[config.mk]
export PLATFORM = sky130hd
export DESIGN_NAME = vec_mem_stage
export DESIGN_NICKNAME = d
export VERILOG_FILES = /design/src/rtl/vmem_pkg.sv /design/src/rtl/vmem_rd_collect.sv /design/src/rtl/vec_mem_stage.sv
export SDC_FILE = /design/constraint.sdc
export NUM_CORES = 2
export LEC_CHECK = 0
export BUFFER_PORTS_ARGS = -buffer_cell sky130_fd_sc_hd__buf_2
export CAP_MARGIN = 20
export CORE_AREA = 2 2 636 638
export CTS_CLUSTER_SIZE = 40
export DETAILED_ROUTE_END_ITERATION = 10
export DIE_AREA = 0 0 638 640
export MAX_ROUTING_LAYER = met4
export SLEW_MARGIN = 20
export SYNTH_ARGS = -nofsm -noshare
export SYNTH_HDL_FRONTEND = slang
export SYNTH_HIERARCHICAL = 1
export SYNTH_SLANG_ARGS = --single-unit
export TNS_END_PERCENT = 100
[constraint.sdc]
create_clock -name CLK -period 32.2 [get_ports CLK]
set_clock_uncertainty 0.15 [all_clocks]
set_input_delay 3.22 -clock CLK [delete_from_list [all_inputs] [get_ports CLK]]
set_output_delay 3.22 -clock CLK [all_outputs]
set_load 0.005 [all_outputs]
[src/rtl/vmem_pkg.sv]
// vmem_pkg: shared types for the vector memory stage.
//   LANES / DATA_W : vector geometry (16 x 32-bit)
//   LANE_W         : lane index width
//   vec_t          : 16x32 packed lane vector
//   vmem_state_t   : memory-stage FSM states
//   vmem_op_t      : latched access kind
package vmem_pkg;
  localparam int LANES  = 16;
  localparam int DATA_W = 32;
  localparam int LANE_W = $clog2(LANES);

  typedef logic [LANES-1:0][DATA_W-1:0] vec_t;

  typedef enum logic [1:0] {IDLE, ACCESS, DRAIN, DONE} vmem_state_t;
  typedef enum logic       {OP_LOAD, OP_STORE}          vmem_op_t;
endpackage

[src/rtl/vmem_rd_collect.sv]
// vmem_rd_collect: load assembly buffer for the vector memory stage.
// The RAM returns data one cycle after the read is issued, so the lane
// index and read enable are delayed one cycle and used to steer mem_rdata
// into the matching 32-bit slot.
//   CLK, RST_N : clock, synchronous active-low reset
//   clr        : zero the whole buffer (start of a new load)
//   issueEn    : a RAM read is issued this cycle
//   issueLane  : lane of the read issued this cycle
//   rdata      : RAM read data (belongs to last cycle's read)
//   rdVec      : assembled 16x32 load vector (registered)
module vmem_rd_collect
  import vmem_pkg::*;
(
  input  logic              CLK,
  input  logic              RST_N,
  input  logic              clr,
  input  logic              issueEn,
  input  logic [LANE_W-1:0] issueLane,
  input  logic [DATA_W-1:0] rdata,
  output vec_t              rdVec
);

  logic              capEn;
  logic [LANE_W-1:0] capLane;

  always_ff @(posedge CLK) begin
    if (!RST_N) begin
      capEn   <= 1'b0;
      capLane <= '0;
      rdVec   <= '0;
    end else begin
      capEn   <= issueEn;
      capLane <= issueLane;
      // clr and capEn never coincide (clr only leaves IDLE), clr wins anyway
      if (clr)        rdVec          <= '0;
      else if (capEn) rdVec[capLane] <= rdata;
    end
  end

endmodule

[src/rtl/vec_mem_stage.sv]
// vec_mem_stage: memory stage for scalar and unit-stride 16-lane vector
// loads/stores on a single-port 32-bit synchronous RAM (1-cycle read).
// A vector access is serialized into one RAM access per lane while StallM
// freezes the front of the pipeline; DoneM pulses when the access retires.
// Optional feature: define VMEM_BOUNDS_CHK_EN to fault vector accesses
// whose last lane would pass the top of RAM (no RAM traffic, MemFaultM
// pulses with DoneM). Undefined: addresses wrap and MemFaultM is 0.
// Ports:
//   CLK, RST_N            : clock, synchronous active-low reset
//   ALUResultM            : lane 0 [ADDR_W-1:0] = base word address
//   WriteDataM            : store data, lane i -> base+i
//   MemtoRegM, MemWriteM  : load / store request (store wins if both)
//   v_s_m                 : 1 = vector (16 lanes), 0 = scalar (lane 0)
//   mem_addr/wdata/we/re  : RAM request
//   mem_rdata             : RAM read data, valid the cycle after mem_re
//   ReadDataM             : assembled load data, held until next load
//   StallM, DoneM         : pipeline freeze, completion pulse
//   MemFaultM             : bounds fault pulse
module vec_mem_stage
  import vmem_pkg::*;
#(
  parameter int ADDR_W = 10,
  parameter int LANES  = 16
) (
  input  logic              CLK,
  input  logic              RST_N,
  input  vec_t              ALUResultM,
  input  vec_t              WriteDataM,
  input  logic              MemtoRegM,
  input  logic              MemWriteM,
  input  logic              v_s_m,
  output logic [ADDR_W-1:0] mem_addr,
  output logic [DATA_W-1:0] mem_wdata,
  output logic              mem_we,
  output logic              mem_re,
  input  logic [DATA_W-1:0] mem_rdata,
  output vec_t              ReadDataM,
  output logic              StallM,
  output logic              DoneM,
  output logic              MemFaultM
);

  localparam logic [LANE_W-1:0] LAST_LANE = LANE_W'(LANES - 1);

  vmem_state_t       stateQ, stateNxt;
  vmem_op_t          opQ;
  logic [LANE_W-1:0] laneQ, countQ;
  logic [ADDR_W-1:0] baseQ;
  vec_t              dataQ;
  logic              req, faultReq, accept, clrBuf;

  assign req = MemtoRegM | MemWriteM;

  // Only lane 0's low address bits matter.
  logic unusedAluBits;
  assign unusedAluBits = ^{ALUResultM[LANES-1:1], ALUResultM[0][DATA_W-1:ADDR_W]};

`ifdef VMEM_BOUNDS_CHK_EN
  localparam logic [ADDR_W:0] LAST_OFS = (ADDR_W+1)'(LANES - 1);
  logic [ADDR_W:0] endAddr;
  logic            faultQ;

  // Carry out of base+15 means the last lane falls off the top of RAM.
  assign endAddr   = {1'b0, ALUResultM[0][ADDR_W-1:0]} + LAST_OFS;
  assign faultReq  = req & v_s_m & endAddr[ADDR_W];
  assign MemFaultM = (stateQ == DONE) & faultQ;

  always_ff @(posedge CLK) begin
    if (!RST_N)              faultQ <= 1'b0;
    else if (stateQ == IDLE) faultQ <= faultReq;
  end
`else
  assign faultReq  = 1'b0;
  assign MemFaultM = 1'b0;
`endif

  always_comb begin
    stateNxt = stateQ;
    StallM   = 1'b0;
    DoneM    = 1'b0;
    mem_we   = 1'b0;
    mem_re   = 1'b0;
    accept   = 1'b0;
    clrBuf   = 1'b0;
    case (stateQ)
      IDLE: begin
        if (req) begin
          StallM = 1'b1;
          if (faultReq) begin
            stateNxt = DONE;
          end else begin
            stateNxt = ACCESS;
            accept   = 1'b1;
            clrBuf   = ~MemWriteM;
          end
        end
      end
      ACCESS: begin
        StallM = 1'b1;
        if (opQ == OP_STORE) mem_we = 1'b1;
        else                 mem_re = 1'b1;
        // loads need one extra cycle to catch the last lane's read data
        if (laneQ == countQ) stateNxt = (opQ == OP_STORE) ? DONE : DRAIN;
      end
      DRAIN: begin
        StallM   = 1'b1;
        stateNxt = DONE;
      end
      DONE: begin
        // EM still shows the retiring instruction here; requests ignored
        DoneM    = 1'b1;
        stateNxt = IDLE;
      end
      default: stateNxt = IDLE;
    endcase
  end

  always_ff @(posedge CLK) begin
    if (!RST_N) begin
      stateQ <= IDLE;
      laneQ  <= '0;
      countQ <= '0;
      opQ    <= OP_LOAD;
    end else begin
      stateQ <= stateNxt;
      if (accept) begin
        laneQ  <= '0;
        countQ <= v_s_m ? LAST_LANE : '0;
        opQ    <= MemWriteM ? OP_STORE : OP_LOAD;
      end else if (stateQ == ACCESS && laneQ != countQ) begin
        laneQ  <= laneQ + LANE_W'(1);
      end
    end
  end

  // Operand latch; only meaningful after accept, so no reset needed.
  always_ff @(posedge CLK) begin
    if (accept) begin
      baseQ <= ALUResultM[0][ADDR_W-1:0];
      dataQ <= WriteDataM;
    end
  end

  // Wrap modulo 2^ADDR_W falls out of the fixed-width add.
  assign mem_addr  = baseQ + {{(ADDR_W-LANE_W){1'b0}}, laneQ};
  assign mem_wdata = dataQ[laneQ];

  vmem_rd_collect uCollect (
    .CLK       (CLK),
    .RST_N     (RST_N),
    .clr       (clrBuf),
    .issueEn   (mem_re),
    .issueLane (laneQ),
    .rdata     (mem_rdata),
    .rdVec     (ReadDataM)
  );

endmodule

Yosys cells after proc, flatten, opt, wreduce, memory -nomap -nowiden --
Index checks and enable logic that the tools add are counted.
Word-level totals: logic and storage cells 82, output and inout port bits 559, input port bits 1061, flip-flop bits (word level) 1050
Cells by class: bitwise logic cells 3, add/subtract/negate cells 2, magnitude comparators 3, reduce and logical (&&, ||, !) cells 7, mux-type cells 21, equality and inequality tests 7
Operator list (number):
- bitwise mux 512 bit | 1
- binary-select mux 32 bit (select 4 bit) | 1
- demux 32 bit (select 4 bit) | 1
- 2-to-1 mux 32 bit | 2
- 2-to-1 mux 1 bit | 11
- adder 10 x 4 -> 10 bit | 1
- less-than comparator 4 x 5 -> 1 bit, second input constant | 2
- one-hot mux 2 bit (4 select lines) | 1
- OR reduction 2 bit | 3
- adder 4 x 1 -> 4 bit, second input constant | 1
- equality test 2 bit, second input constant | 2
- equality test 4 bit | 1
- greater-or-equal comparator 4 x 1 -> 1 bit, second input constant | 1
- 2-to-1 mux 2 bit | 2
- 2-to-1 mux 4 bit | 1
- inequality test 2 bit, second input constant | 2
- inequality test 4 bit | 1
- equality test 2 x 1 -> 1 bit, second input constant | 1
- logical AND 1 bit | 2
- zero test 2 bit | 1
- NOT 1 bit | 2
- one-hot mux 1 bit (2 select lines) | 1
- AND reduction 2 bit | 1
- bitwise OR 1 bit | 1

Logic depth before layout (Yosys ltp) --
depth after elaboration 5, mapped depth 10, gate-level depth less buffers 7

Modules after synthesis --
The synthesis kept the hierarchy.
Modules (own cells, without submodules):
- vec_mem_stage | area each 20129.3 um^2, seq. area each 15835.2 um^2, cells an instance 854, instances 1
- vmem_rd_collect | area each 18605.3 um^2, seq. area each 10349.9 um^2, cells an instance 1750, instances 1

Worst setup path before layout --
OpenSTA, ideal clock, no wires.
kind input port to flip-flop, start in MemWriteM, end reg baseQ[0] (enable), arrival time 13432 ps, slack 17751 ps, path buffers 0, stages 2, cell sequence o21ai_0 > inv_1
Between the ends: cells in the longest elaborated chain, start to end 3
RTL lines:
- start, declared | line vec_mem_stage.sv:30 | input logic MemWriteM,
- bitwise OR 1 bit | line vec_mem_stage.sv:52 | assign req = MemtoRegM | MemWriteM;
- 2-to-1 mux 1 bit
- 2-to-1 mux 1 bit | line vec_mem_stage.sv:85 | case (stateQ)
- named net accept | line vec_mem_stage.sv:50 | logic req, faultReq, accept, clrBuf;
- end signal, assigned | line vec_mem_stage.sv:139 | baseQ <= ALUResultM[0][ADDR_W-1:0];
- end, declared | line vec_mem_stage.sv:48 | logic [ADDR_W-1:0] baseQ;
The timed path passes the listed nets, and every way through them passes these cells. A chain may end at the register's enable or synchronous reset.

Worst setup path in the final report --
start reg laneQ[0], end out mem_wdata[27]
Between the ends: cells in the longest elaborated chain, start to end 2
RTL lines:
- start, declared | line vec_mem_stage.sv:47 | logic [LANE_W-1:0] laneQ, countQ;
- start signal, assigned | line vec_mem_stage.sv:131 | laneQ <= laneQ + LANE_W'(1);
- binary-select mux 32 bit (select 4 bit) | line vec_mem_stage.sv:146 | assign mem_wdata = dataQ[laneQ];
- 2-to-1 mux 32 bit (not written as such) | line vec_mem_stage.sv:146
- end, declared | line vec_mem_stage.sv:33 | output logic [DATA_W-1:0] mem_wdata,
No other way between the ends. The select of a mux whose other input is x is not followed.

==> metrics.cfg <==
[run_status]
status = finished, final reports clean

[routing]
wirelength_mm = 196.3
vias = 26160
dr.first_iter.drc_count = 1703
ant_nets = 0
drc_errors = 0
first_pass_iters = 7
wire_per_inst_um = 21.37
routed_via_density = 2.849

[synthesis]
synthTopCellsByArea = edfxtp_1 40%, dfxtp_1 27%, mux2i_1 13%
yosysUniqueCellTypes = 43
synth_area_um2 = 38730
synth_edf_count = 522
postSynthAreaPerCell_um2 = 14.88
synth_flop_cell = dfxtp_1
synth-seq-cells = 1047
postSynth.asyncResetShare = 0
synth_common_cells = 566 x nand2_1, 525 x dfxtp_1, 522 x edfxtp_1
ys_seq_area_frac = 0.6760
synth_area_leader_cell = edfxtp_1
yosysMostFrequentCell = nand2_1
netlist_instances = 2604
ys_warn_count = 6
yosys.area.top_type_share = 0.4047
syn-num-nets = 3675

[die]
ios = 1620
dieArea_um2 = 408300
die_x_um = 638
coreArea_um2 = 401400
num_rows = 233
initial_core_util = 0.09649
die_h_um = 640

[global_route]
use_met1 = 0.09891
grt.busiest_layer = met2
grt_max_degree = 114
antenna_found_initial = 121
track_usage = 0.09429
gr-total-overflow = 0
grt_use_met3 = 0.03733
grt_pass1_wl_mm = 248.5
grt_use_met2 = 0.1546
grt_pass1_vias = 26110

[sta]
max_freq_mhz = 120.3
fin_tns_setup_ns = 0
timing.final.crit_period_ns = 8.315
grt_setup_unrepaired = no
finalSetupViolCount = 0
tightest_slew_ns = 1.204
hold_violations = 0
fin_ws_ns = 23.89
relSlewSlack = 0.1976
final_max_slew_viol_count = 0
period_share = 0.2582

[pwr]
worst_ir_drop_vdd_mv = 0.07349
p_leak_nw = 23.36
power.density_nw_per_um2 = 69.00

[final_layout]
final_layout_size_suffix_gt1_frac = 0.4013
multi_input_area_um2 = 11550
fillers = 45040
seq_area_um2 = 26190
final_area_um2 = 54590
area_growth_pct = 40.93
finalNonFillerCells = 9182
nets = 4773

[critical_path]
cp_slowest_cell = buf_4
path_class = reg -> out
critPathCaptureType = primary output
crit_chain = buf_4 -> buf_4 -> buf_4 -> mux4_2 -> a22o_1 -> a221o_1 -> buf_2
crit_top_cell = buf_4
worst-path-max-fanout = 37
start_kind = register
cpPeakStageDelay_ns = 0.73
required_ns = 28.83
crit_arrival_ns = 4.94

[clock_network]
cts_root_buffer = clkbuf_16
path_clk_slew_ns = 0.06
cts_resized = 0
cts_tree = yes
clock_sinks = 1047
clkLatencyLatePin_ns = 0.87
clockBufferDepth = 4
hold_buffers = 0
cts_htree_levels = 3
post_cts_buffers = 0
numCtsBuffers = 121

[flow_run]
max_cap_viol_count = 0

[hold_path]
min_path_type = reg -> reg

[placed_design]
pre_cts_ws_ns = 24.36
io_buffers = 1116
place.gp.congestion = 1.031
dp_cells = 8864
postPlaceCellArea_um2 = 50370
hpwl_mm = 154.1

[critical path, delay by kind of cell (launching register included)]
family / cells / cell delay (ns)
flops: 1 / 0.49
compound gates: 2 / 0.62
buf+inv: 4 / 2.18
mux: 1 / 0.60
[sequential cells by signal (all words and copies together), names as in the netlist]
register          count
uCollect/capLane      4
uCollect/rdVec      512
baseQ                10
opQ                   1
stateQ                2
dataQ               512
laneQ                 4
uCollect/capEn        1
countQ                1
[metrics by stage]
| stage | util | hold slack (ns) | power [mW] |
|---|---|---|---|
| floorplan | - | 0.3011 | 2.218 |
| global placement | 0.1255 | 0.2909 | 2.438 |
| detailed placement | 0.1255 | 0.2928 | 2.447 |
| CTS | 0.1352 | 0.3070 | 3.840 |
| global route | 0.1359 | 0.3192 | 3.923 |
| finish | 0.1360 | 0.3043 | 3.767 |
[path summary, 6_finish.rpt]
check,from,to,slack (ns),depth (start not counted)
max,laneQ[0],mem_wdata[27],23.89,7
min,uCollect/rdVec[151],uCollect/rdVec[151],0.30,2
max reg2reg,stateQ[0],uCollect/rdVec[130],27.24,11
min reg2reg,uCollect/rdVec[151],uCollect/rdVec[151],0.30,2
[cells by family after synthesis]
group,synth area share
AOI/OAI and AO/OA,0.01912
xor gates and xnor gates,0.001583
adders and majority gates,0.003424
buffers and inverters,0.03072
DFF,0.6760
muxes,0.2072
other,0.00009681
and+or+nand+nor,0.06179
[power breakdown]
| group | switching [mW] | internal (mW) | total [mW] | leakage (nW) |
|---|---|---|---|---|
| combinational | 0.423 | 0.171 | 0.594 | 12.2 |
| sequential | 0.0882 | 1.71 | 1.80 | 9.29 |
| clock | 0.585 | 0.788 | 1.37 | 1.91 |
| total | 1.10 | 2.67 | 3.77 | 23.4 |
[area by class of cell]
class,count,area share
Multi-Input combinational cell,1357,0.2116
Clock inverter,55,0.008824
Tap cell,5287,0.1212
Clock buffer,164,0.06310
Timing Repair Buffer,1168,0.1104
Antenna cell,97,0.004446
Inverter,7,0.0006188
Sequential cell,1047,0.4798
[layer usage]
metal | share of wire | wire length, µm
met5 | 0 | 0
met3 | 0.097 | 19000
met1 | 0.37 | 72720
met2 | 0.48 | 93420
met4 | 0.057 | 11110
[placed cells by master, fill, tap and decap left out, types with 9 or more instances in the layout]
cell type | netlist | routed
a221o_1 | 32 | 32
a22o_1 | 32 | 32
buf_2 | 107 | 1116
buf_4 | 53 | 49
clkbuf_1 | 19 | 22
clkbuf_16 | 0 | 125
clkbuf_8 | 0 | 17
clkinv_1 | 0 | 12
clkinv_2 | 0 | 16
dfxtp_1 | 525 | 523
diode_2 | 0 | 97
edfxtp_1 | 522 | 522
ha_1 | 9 | 9
mux2i_1 | 514 | 514
mux4_2 | 128 | 128
nand2_1 | 566 | 537
nand2_2 | 0 | 18
nand2_4 | 0 | 11
No activity file was read; power rests on OpenSTA's default activity.
